<file path="src/rtl/riscv_pkg.sv">
`default_nettype none
// +-----------------------------------------------------------------------+
// | riscv_pkg                                                             |
// | Shared RISC-V decode types: datapath width, opcodes, immediate kinds. |
// | Revision: 1.1                                                         |
// +-----------------------------------------------------------------------+
package riscv_pkg;

   localparam int XLEN = 32;

   typedef enum logic [6:0] {
      OP_LOAD   = 7'h03,
      OP_I_TYPE = 7'h13,
      OP_AUIPC  = 7'h17,
      OP_STORE  = 7'h23,
      OP_LUI    = 7'h37,
      OP_BRANCH = 7'h63,
      OP_JALR   = 7'h67,
      OP_JAL    = 7'h6F,
      OP_SYSTEM = 7'h73
   } opcode_t;

   typedef enum logic [2:0] {
      FMT_NONE  = 3'd0,
      FMT_I     = 3'd1,
      FMT_S     = 3'd2,
      FMT_B     = 3'd3,
      FMT_J     = 3'd4,
      FMT_U     = 3'd5,
      FMT_SHAMT = 3'd6,
      FMT_Z     = 3'd7
   } imm_fmt_t;

endpackage
`default_nettype wire

</file>
<file path="src/rtl/imm_decode_pipe_if.sv">
`default_nettype none
// +-----------------------------------------------------------------------+
// | imm_decode_pipe_if                                                    |
// | Valid/ready instruction-in, immediate-out bundle for the decode stage.|
// | Revision: 1.0                                                         |
// +-----------------------------------------------------------------------+
interface imm_decode_pipe_if #(
   parameter int XLEN  = 32,
   parameter int TAG_W = 32
);
   logic                  in_valid;
   logic                  in_ready;
   logic [31:0]           in_instr;
   logic [TAG_W-1:0]      in_tag;
   logic                  out_valid;
   logic                  out_ready;
   logic [XLEN-1:0]       out_imm;
   riscv_pkg::imm_fmt_t   out_fmt;
   logic [31:0]           out_instr;
   logic [TAG_W-1:0]      out_tag;

   modport master (
      output in_valid, in_instr, in_tag, out_ready,
      input  in_ready, out_valid, out_imm, out_fmt, out_instr, out_tag
   );

   modport slave (
      input  in_valid, in_instr, in_tag, out_ready,
      output in_ready, out_valid, out_imm, out_fmt, out_instr, out_tag
   );
endinterface
`default_nettype wire

</file>
<file path="src/rtl/imm_decode_pipe_core.sv">
`default_nettype none
// +-----------------------------------------------------------------------+
// | imm_decode_core                                                       |
// | Combinational immediate extraction and format classification.         |
// | Revision: 1.1                                                         |
// +-----------------------------------------------------------------------+
module imm_decode_core #(
   parameter int XLEN = riscv_pkg::XLEN
) (
   input  logic [31:0]          instr,
   output logic [XLEN-1:0]      imm,
   output riscv_pkg::imm_fmt_t  fmt
);
   import riscv_pkg::*;

   localparam int SHW = (XLEN == 64) ? 6 : 5;

   opcode_t     w_opcode;
   logic [2:0]  w_funct3;

   assign w_opcode = opcode_t'(instr[6:0]);
   assign w_funct3 = instr[14:12];

   // Signed size casts perform the sign extension to XLEN.
   always_comb begin
      imm = '0;
      fmt = FMT_NONE;
      case (w_opcode)
         OP_I_TYPE: begin
            if (w_funct3[1:0] == 2'b01) begin
               imm = XLEN'(instr[20 +: SHW]);
               fmt = FMT_SHAMT;
            end else begin
               imm = XLEN'(signed'(instr[31:20]));
               fmt = FMT_I;
            end
         end
         OP_LOAD, OP_JALR: begin
            imm = XLEN'(signed'(instr[31:20]));
            fmt = FMT_I;
         end
         OP_STORE: begin
            imm = XLEN'(signed'({instr[31:25], instr[11:7]}));
            fmt = FMT_S;
         end
         OP_BRANCH: begin
            imm = XLEN'(signed'({instr[31], instr[7], instr[30:25], instr[11:8], 1'b0}));
            fmt = FMT_B;
         end
         OP_JAL: begin
            imm = XLEN'(signed'({instr[31], instr[19:12], instr[20], instr[30:21], 1'b0}));
            fmt = FMT_J;
         end
         OP_LUI, OP_AUIPC: begin
            imm = XLEN'(signed'({instr[31:12], 12'b0}));
            fmt = FMT_U;
         end
         OP_SYSTEM: begin
            if (w_funct3[2]) begin
               imm = XLEN'(instr[19:15]);
               fmt = FMT_Z;
            end
         end
         default: begin
            imm = '0;
            fmt = FMT_NONE;
         end
      endcase
   end

endmodule
`default_nettype wire

</file>
<file path="src/rtl/imm_decode_pipe.sv">
`default_nettype none
// +-----------------------------------------------------------------------+
// | imm_decode_pipe                                                       |
// | Registered immediate decode stage with 2-entry skid buffer and flush. |
// | Revision: 1.1                                                         |
// +-----------------------------------------------------------------------+
module imm_decode_pipe #(
   parameter int XLEN  = riscv_pkg::XLEN,
   parameter int TAG_W = 32
) (
   input  logic              clk,
   input  logic              rst,
   input  logic              flush,
   imm_decode_pipe_if.slave  bus
);
   import riscv_pkg::*;

   logic [XLEN-1:0]   w_dec_imm;
   imm_fmt_t          w_dec_fmt;

   logic              r_out_valid;
   logic              r_skid_valid;
   logic              r_in_ready;
   logic [XLEN-1:0]   r_out_imm;
   imm_fmt_t          r_out_fmt;
   logic [31:0]       r_out_instr;
   logic [TAG_W-1:0]  r_out_tag;
   logic [XLEN-1:0]   r_skid_imm;
   imm_fmt_t          r_skid_fmt;
   logic [31:0]       r_skid_instr;
   logic [TAG_W-1:0]  r_skid_tag;

   logic              w_in_fire;
   logic              w_out_fire;
   logic              w_out_from_skid;
   logic              w_out_from_in;
   logic              w_load_skid;
   logic              w_out_valid_nxt;
   logic              w_skid_valid_nxt;

   imm_decode_core #(.XLEN(XLEN)) u_core (
      .instr (bus.in_instr),
      .imm   (w_dec_imm),
      .fmt   (w_dec_fmt)
   );

   assign w_in_fire  = bus.in_valid & r_in_ready;
   assign w_out_fire = r_out_valid & bus.out_ready;

   // Skid only fills while the output is held, so in_ready is low whenever it is occupied.
   assign w_out_from_skid  = w_out_fire & r_skid_valid;
   assign w_out_from_in    = w_in_fire & (~r_out_valid | w_out_fire);
   assign w_load_skid      = w_in_fire & r_out_valid & ~bus.out_ready;
   assign w_out_valid_nxt  = ~flush & (r_skid_valid | w_in_fire | (r_out_valid & ~bus.out_ready));
   assign w_skid_valid_nxt = ~flush & (r_skid_valid ? ~w_out_fire : w_load_skid);

   always_ff @(posedge clk or posedge rst) begin
      if (rst) begin
         r_out_valid  <= 1'b0;
         r_skid_valid <= 1'b0;
         r_in_ready   <= 1'b1;
      end else begin
         r_out_valid  <= w_out_valid_nxt;
         r_skid_valid <= w_skid_valid_nxt;
         r_in_ready   <= ~w_skid_valid_nxt;
      end
   end

   always_ff @(posedge clk or posedge rst) begin
      if (rst) begin
         r_out_imm   <= '0;
         r_out_fmt   <= FMT_NONE;
         r_out_instr <= '0;
         r_out_tag   <= '0;
      end else if (!flush) begin
         if (w_out_from_skid) begin
            r_out_imm   <= r_skid_imm;
            r_out_fmt   <= r_skid_fmt;
            r_out_instr <= r_skid_instr;
            r_out_tag   <= r_skid_tag;
         end else if (w_out_from_in) begin
            r_out_imm   <= w_dec_imm;
            r_out_fmt   <= w_dec_fmt;
            r_out_instr <= bus.in_instr;
            r_out_tag   <= bus.in_tag;
         end
      end
   end

   always_ff @(posedge clk or posedge rst) begin
      if (rst) begin
         r_skid_imm   <= '0;
         r_skid_fmt   <= FMT_NONE;
         r_skid_instr <= '0;
         r_skid_tag   <= '0;
      end else if (!flush && w_load_skid) begin
         r_skid_imm   <= w_dec_imm;
         r_skid_fmt   <= w_dec_fmt;
         r_skid_instr <= bus.in_instr;
         r_skid_tag   <= bus.in_tag;
      end
   end

   assign bus.in_ready  = r_in_ready;
   assign bus.out_valid = r_out_valid;
   assign bus.out_imm   = r_out_imm;
   assign bus.out_fmt   = r_out_fmt;
   assign bus.out_instr = r_out_instr;
   assign bus.out_tag   = r_out_tag;

endmodule
`default_nettype wire

</file>
<file path="src/flat_wrapper.sv">
// flat-port wrapper written by rule: the top's interface ports become plain ports
module imm_decode_pipe_flat import riscv_pkg::*;
#(
   parameter int XLEN  = riscv_pkg::XLEN,
   parameter int TAG_W = 32
)
  (clk, rst, flush, bus_in_valid, bus_in_instr, bus_in_tag, bus_out_ready, bus_in_ready, bus_out_valid, bus_out_imm, bus_out_fmt, bus_out_instr, bus_out_tag);
  imm_decode_pipe_if #(.XLEN(XLEN), .TAG_W(TAG_W)) bus_i ();
  input  logic clk;
  input  logic rst;
  input  logic flush;
  input wire logic [$bits(bus_i.in_valid)-1:0] bus_in_valid;
  input wire logic [$bits(bus_i.in_instr)-1:0] bus_in_instr;
  input wire logic [$bits(bus_i.in_tag)-1:0] bus_in_tag;
  input wire logic [$bits(bus_i.out_ready)-1:0] bus_out_ready;
  output wire logic [$bits(bus_i.in_ready)-1:0] bus_in_ready;
  output wire logic [$bits(bus_i.out_valid)-1:0] bus_out_valid;
  output wire logic [$bits(bus_i.out_imm)-1:0] bus_out_imm;
  output wire logic [$bits(bus_i.out_fmt)-1:0] bus_out_fmt;
  output wire logic [$bits(bus_i.out_instr)-1:0] bus_out_instr;
  output wire logic [$bits(bus_i.out_tag)-1:0] bus_out_tag;
  assign bus_i.in_valid = bus_in_valid;
  assign bus_i.in_instr = bus_in_instr;
  assign bus_i.in_tag = bus_in_tag;
  assign bus_i.out_ready = bus_out_ready;
  assign bus_in_ready = bus_i.in_ready;
  assign bus_out_valid = bus_i.out_valid;
  assign bus_out_imm = bus_i.out_imm;
  assign bus_out_fmt = bus_i.out_fmt;
  assign bus_out_instr = bus_i.out_instr;
  assign bus_out_tag = bus_i.out_tag;
  imm_decode_pipe #(.XLEN(XLEN), .TAG_W(TAG_W)) u_core (.clk(clk), .rst(rst), .flush(flush), .bus(bus_i));
endmodule
</file>
<file path="config.mk">
export PLATFORM = sky130hd
export DESIGN_NAME = imm_decode_pipe_flat
export DESIGN_NICKNAME = d
export VERILOG_FILES = /design/src/rtl/riscv_pkg.sv /design/src/rtl/imm_decode_pipe_if.sv /design/src/rtl/imm_decode_pipe_core.sv /design/src/rtl/imm_decode_pipe.sv /design/src/flat_wrapper.sv
export SDC_FILE = /design/constraint.sdc
export NUM_CORES = 1
export LEC_CHECK = 0
export CAP_MARGIN = 10
export CORE_MARGIN = 10
export CORE_UTILIZATION = 58
export CTS_BUF_LIST = sky130_fd_sc_hd__clkbuf_8
export CTS_CLUSTER_DIAMETER = 60
export DETAILED_ROUTE_END_ITERATION = 10
export HOLD_SLACK_MARGIN = 0.1
export PLACE_DENSITY = 0.88
export SLEW_MARGIN = 5
export SYNTH_ARGS = -nofsm -noshare
export SYNTH_HDL_FRONTEND = slang
export SYNTH_SLANG_ARGS = --single-unit
export TNS_END_PERCENT = 10
</file>
<file path="constraint.sdc">
create_clock -name clk -period 14.08 [get_ports clk]
set_clock_uncertainty 0.15 [all_clocks]
set_input_delay 2.816 -clock clk [delete_from_list [all_inputs] [get_ports clk]]
set_output_delay 2.816 -clock clk [all_outputs]
set_load 0.01 [all_outputs]
</file>
== Yosys cells after proc, flatten, opt, wreduce, memory -nomap -nowiden ==
Index checks and enable logic that the tools add are counted.
W data, S select, Z words.

* Muxes and demuxes: 15
* Reductions and logical operators: 6
* Equal/unequal tests: 10
* Bitwise gates (word level): 17

{| class="wikitable"
|+ Operator list
! cell !! count
|-
| $mux W32 || 7
|-
| $pmux W32 S7 || 1
|-
| $eq A7 B7 Y1 const B || 4
|-
| $pmux W3 S7 || 1
|-
| $eq A7 B5 Y1 const B || 2
|-
| $eq A7 B6 Y1 const B || 2
|-
| $mux W3 || 4
|-
| $and A1 B1 Y1 || 9
|-
| $eq A7 B2 Y1 const B || 1
|-
| $mux W5 || 1
|-
| $not A1 Y1 || 5
|-
| $reduce_or A2 Y1 || 2
|-
| $or A1 B1 Y1 || 3
|-
| $eq A2 B1 Y1 const B || 1
|-
| $reduce_and A2 Y1 || 1
|-
| $reduce_bool A2 Y1 || 1
|-
| $logic_and A1 B1 Y1 || 1
|-
| $logic_not A1 Y1 || 1
|-
| $mux W1 || 1
|}

* Output and inout port bits: 101
* Flip-flop bits (word level): 201
* Word-level logic and storage cells: 59
* Bits of input ports: 69

== Logic depth before layout (Yosys ltp) ==
* Depth in word-level cells: 6
* Gate-level depth with buffers: 7
* Gate-level depth less buffers: 4

== Modules after synthesis ==
A second synthesis with hierarchy kept.

* Cells, all modules: 636
* Area total of the unflattened synthesis: 9,216.3 µm²

{| class="wikitable"
|+ Modules (own cells, without submodules)
! module !! times used !! cells an instance !! area each (µm²) !! seq. area each (µm²)
|-
| imm_decode_pipe || 1 || 541 || 8,618.3 || 5,031.1
|-
| imm_decode_core || 1 || 95 || 598.1 || 0.0
|}

== Worst setup path after synthesis ==
Ideal clock, no wire load.

* Kind: input -> register
* Start: input flush
* End: register u_core.r_skid_instr[14]
* Stages: 7
* Buffers on the path: 4
* Data arrival time: 3.974 ns
* Required time: 13.813 ns
* Setup time: 0.117 ns
* Slack: 9.839 ns
* Cell sequence: clkbuf_1 > or3_1 > buf_2 > buf_2 > clkbuf_1 > nand2_1 > nand2_1

* Longest elaborated chain between the ends: 2

{| class="wikitable"
|+ RTL lines
! what !! RTL line !! text
|-
| from (decl) || flat_wrapper.sv:11 || <nowiki>input logic flush;</nowiki>
|-
| $logic_not A1 Y1 || n/a ||
|-
| $logic_and A1 B1 Y1 || imm_decode_pipe.sv:96 || <nowiki>end else if (!flush && w_load_skid) begin</nowiki>
|-
| to (signal assigned) || imm_decode_pipe.sv:99 || <nowiki>r_skid_instr <= bus.in_instr;</nowiki>
|-
| to (decl) || imm_decode_pipe.sv:30 || <nowiki>logic [31:0] r_skid_instr;</nowiki>
|}

No other way between the ends.
A chain may end at the register's enable or synchronous reset.

== Worst setup path after layout ==
* Start: input bus_out_ready
* End: register u_core.r_skid_imm[27]

* Longest elaborated chain between the ends: 3

{| class="wikitable"
|+ RTL lines
! what !! RTL line !! text
|-
| from (decl) || flat_wrapper.sv:15 || <nowiki>input wire logic [$bits(bus_i.out_ready)-1:0] bus_out_ready;</nowiki>
|-
| $not A1 Y1 || imm_decode_pipe.sv:53 || <nowiki>assign w_load_skid = w_in_fire & r_out_valid & ~bus.out_ready;</nowiki>
|-
| $and A1 B1 Y1 || imm_decode_pipe.sv:53 ||
|-
| $logic_and A1 B1 Y1 || imm_decode_pipe.sv:96 ||
|-
| to (signal assigned) || imm_decode_pipe.sv:97 || <nowiki>r_skid_imm <= w_dec_imm;</nowiki>
|-
| to (decl) || imm_decode_pipe.sv:28 || <nowiki>logic [XLEN-1:0] r_skid_imm;</nowiki>
|}

No other way between the ends.

==> run_results.csv <==
group,metric,value,unit
global_route,gr-usage-met2,38.58,%
finish,mostFrequentLayoutCell,"nand2_1",
clock_tree,h-tree-depth,2,
timing,min_period_over_period,38.62,%
logic_synthesis,yosys_warnings,0,
worst_setup_path,path_max_fanout,89,
floorplan,start_util,58.76,%
detailed_routing,wl_per_cell,18.35,um
global_route,grt_antenna_before_repair,0,
status,status,"finished, final reports clean",
job,drv_cap,0,
clock_tree,clkTransAtPathRegs,0.06,ns
clock_tree,post_cts_resized,0,
placed_design,place.gp.congestion,1.024,
clock_tree,cts_setup_buffers,0,
placed_design,dp_hpwl,15850,um
floorplan,ioPinCount,170,
timing,hold_ws,0.3232,ns
timing,finalMaxSlewViolations,0,
finish,nets,1217,
floorplan,rows,45,
logic_synthesis,ys_types,49,
logic_synthesis,yosys.area.top_type,"dfrtp_1",
finish,n_antenna_cell,0,
logic_synthesis,synth.avg_cell_area,8.761,um2
worst_setup_path,arrival,5.64,ns
finish,layout-drive-gt1-share,5.722,%
global_route,grt_util_met1,31.38,%
floorplan,core,15090,um2
worst_hold_path,worstHoldStart,"u_core.r_skid_tag[5]",
clock_tree,holdBufCountCts,0,
logic_synthesis,synth-async-reset-ratio,100.0,%
clock_tree,cts_root_buffer,"clkbuf_8",
timing,relSlewSlack,28.42,%
global_route,grt-ovfl-total,0,
floorplan,die_area,20630,um2
power_and_ir_drop,p_per_area,145.8,nW/um2
finish,area_growth_syn_to_layout,26.77,%
detailed_routing,vias,7968,
global_route,top_usage_layer,"met2",
global_route,globalRouteMet3Util,6.865,%
logic_synthesis,synth_edf_count,0,
logic_synthesis,synth-seq-cells,201,
detailed_routing,drt_first_pass_iters,7,
clock_tree,cts_sinks,201,
global_route,grt_max_degree,138,
power_and_ir_drop,p_leak,5.000,nW
finish,most-common-layout-cells,"357 x nand2_1, 200 x dfrtp_1, 169 x clkdlybuf4s50_1",
logic_synthesis,yosysTopAreaCellShare,56.45,%
worst_setup_path,r2r-start,"u_core.bus.out_valid",
clock_tree,cts_tree,"yes",
logic_synthesis,synthCells,1012,
floorplan,die_y,143.6,um
finish,utilization,74.49,%
logic_synthesis,syn_area,8866,um2
timing,tightestPinTransition,1.074,ns
power_and_ir_drop,vdd_drop_max,88.07,uV
worst_setup_path,rrSetupSlack,11.22,ns
worst_hold_path,hold_depth,2,
clock_tree,cts_buffers,35,
timing,fmax,0.1839,GHz
logic_synthesis,synth.yosys.seq_area_share,56.75,%
detailed_routing,drc_errors,0,
logic_synthesis,syn_nets,1081,
clock_tree,cts_buffer_depth,3,
worst_setup_path,crit_type,"in2reg",
detailed_routing,ant_nets,0,
timing,grt_setup_unrepaired,"false",
worst_setup_path,start_kind,"input pin",
detailed_routing,viasPerCell,5.863,
worst_hold_path,hold_path_class,"reg2reg",
worst_setup_path,crit_path_end_kind,"register",
placed_design,port_buffers,169,
global_route,grt_usage,24.20,%
timing,layout_min_cycle_time,5.438,ns
global_route,grt_pass1_vias,7774,
logic_synthesis,yosys-top-cells-area,"dfrtp_1 56%, nand2_1 15%, a31oi_1 6.1%, nor2_1 4.7%, clkbuf_1 1.9%",
timing,fin_setup_tns,0,ns
logic_synthesis,synth_flop_cell,"dfrtp_1",
global_route,grt_pass1_wl,40430,um
worst_setup_path,reg2reg_to,"u_core.bus.out_imm[11]",
detailed_routing,drt-initial-drc-count,767,
worst_hold_path,whs_endpoint,"u_core.r_skid_tag[5]",
worst_setup_path,r2r_cells,4,
clock_tree,clk_latency,0.52,ns
timing,setup_viol,0,
floorplan,die_w,143.6,um
worst_setup_path,cp.required,14.29,ns
detailed_routing,totalWireLength,24940,um
timing,hold_viol_final,0,
[worst max-delay path: stages]
cell and delay (ns):
clkdlybuf4s50_1 0.67, nand2b_1 0.32, or3_4 0.75, a31oi_1 0.88
a21oi_1 0.17
[worst max-delay path by stage]
stage | startpoint | end | slack [ns]
6_report | bus_out_ready | u_core.r_skid_imm[27] | 8.64
5_1_grt | bus_out_ready | u_core.r_skid_imm[23] | 8.48
4_1_cts | bus_out_ready | u_core.r_skid_imm[27] | 8.68
3_5_place_dp | bus_out_ready | u_core.r_skid_imm[21] | 8.17
3_3_place_gp | bus_out_ready | u_core.r_skid_imm[28] | 8.24
2_1_floorplan | rst | u_core.bus.out_fmt[0] | 5.63
[cell type report]
type / instances / area, um2
flip-flops and latches: 201 / 5031
fillers: 1080 / 3850
multi-input cells: 727 / 3512
repair buffers: 176 / 1744
clock buffers: 42 / 578.1
well taps: 188 / 235.2
clock inverters: 18 / 105.1
inverters: 7 / 33.78
[cell usage after synthesis, drive strengths merged (2+ instances only)]
| library cell | number |
|---|---|
| or4b | 12 |
| nand4 | 7 |
| o2bb2ai | 6 |
| or3 | 2 |
| buf | 32 |
| and2 | 2 |
| inv | 7 |
| nand3 | 14 |
| nand3b | 2 |
| a211o | 3 |
| dfrtp | 200 |
| and3 | 2 |
| o21ai | 26 |
| a22oi | 4 |
| o22ai | 2 |
| nand4b | 2 |
| a31oi | 88 |
| nor3 | 10 |
| a211oi | 10 |
| clkbuf | 45 |
| nand2b | 5 |
| and3b | 3 |
| o211ai | 6 |
| or3b | 2 |
| nor2b | 2 |
| nand2 | 357 |
| nor2 | 110 |
| a22o | 7 |
| a21oi | 30 |
[layer usage]
layer  vias up  part of all wire (%)
li1       3687                     -
met2       419                    47
met3        58                    10
met1      3804                    41
met5         -                     0
met4         0                   2.1
[kinds of logic after synthesis]
logic type | Yosys count | synth area share, %
AOI/OAI and AO/OA | 192 | 14.20
buffers and inverters | 84 | 3.966
DFF | 201 | 56.75
muxes | 1 | 0.1129
and+or+nand+nor | 534 | 24.98
[per-stage QoR]
stage	worst slack (ns)	area, um2	std cells	power (mW)
final	8.642	11240	1359	1.639
after global routing	8.482	11240	1359	1.728
after CTS	8.681	11240	1359	1.652
after detailed placement	8.167	10560	1299	1.130
after global placement	8.236	10560	1299	1.115
after floorplan	5.633	8866	1012	0.9390
[flip-flops by register name, indices dropped and copies added (netlist names)]
name                  flops
u_core.bus.out_imm       32
u_core.bus.out_instr     32
u_core.bus.out_tag       32
u_core.r_skid_imm        32
u_core.r_skid_instr      32
u_core.r_skid_tag        32
u_core.bus.out_fmt        3
u_core.r_skid_fmt         3
u_core.bus.in_ready       1
u_core.bus.out_valid      1
u_core.r_skid_valid       1
[power breakdown]
part / switching [mW] / internal [mW]
combinational: 0.175 / 0.176
sequential: 0.0686 / 0.702
clock: 0.230 / 0.288
Note: power is estimated with default switching activity, not from simulation.
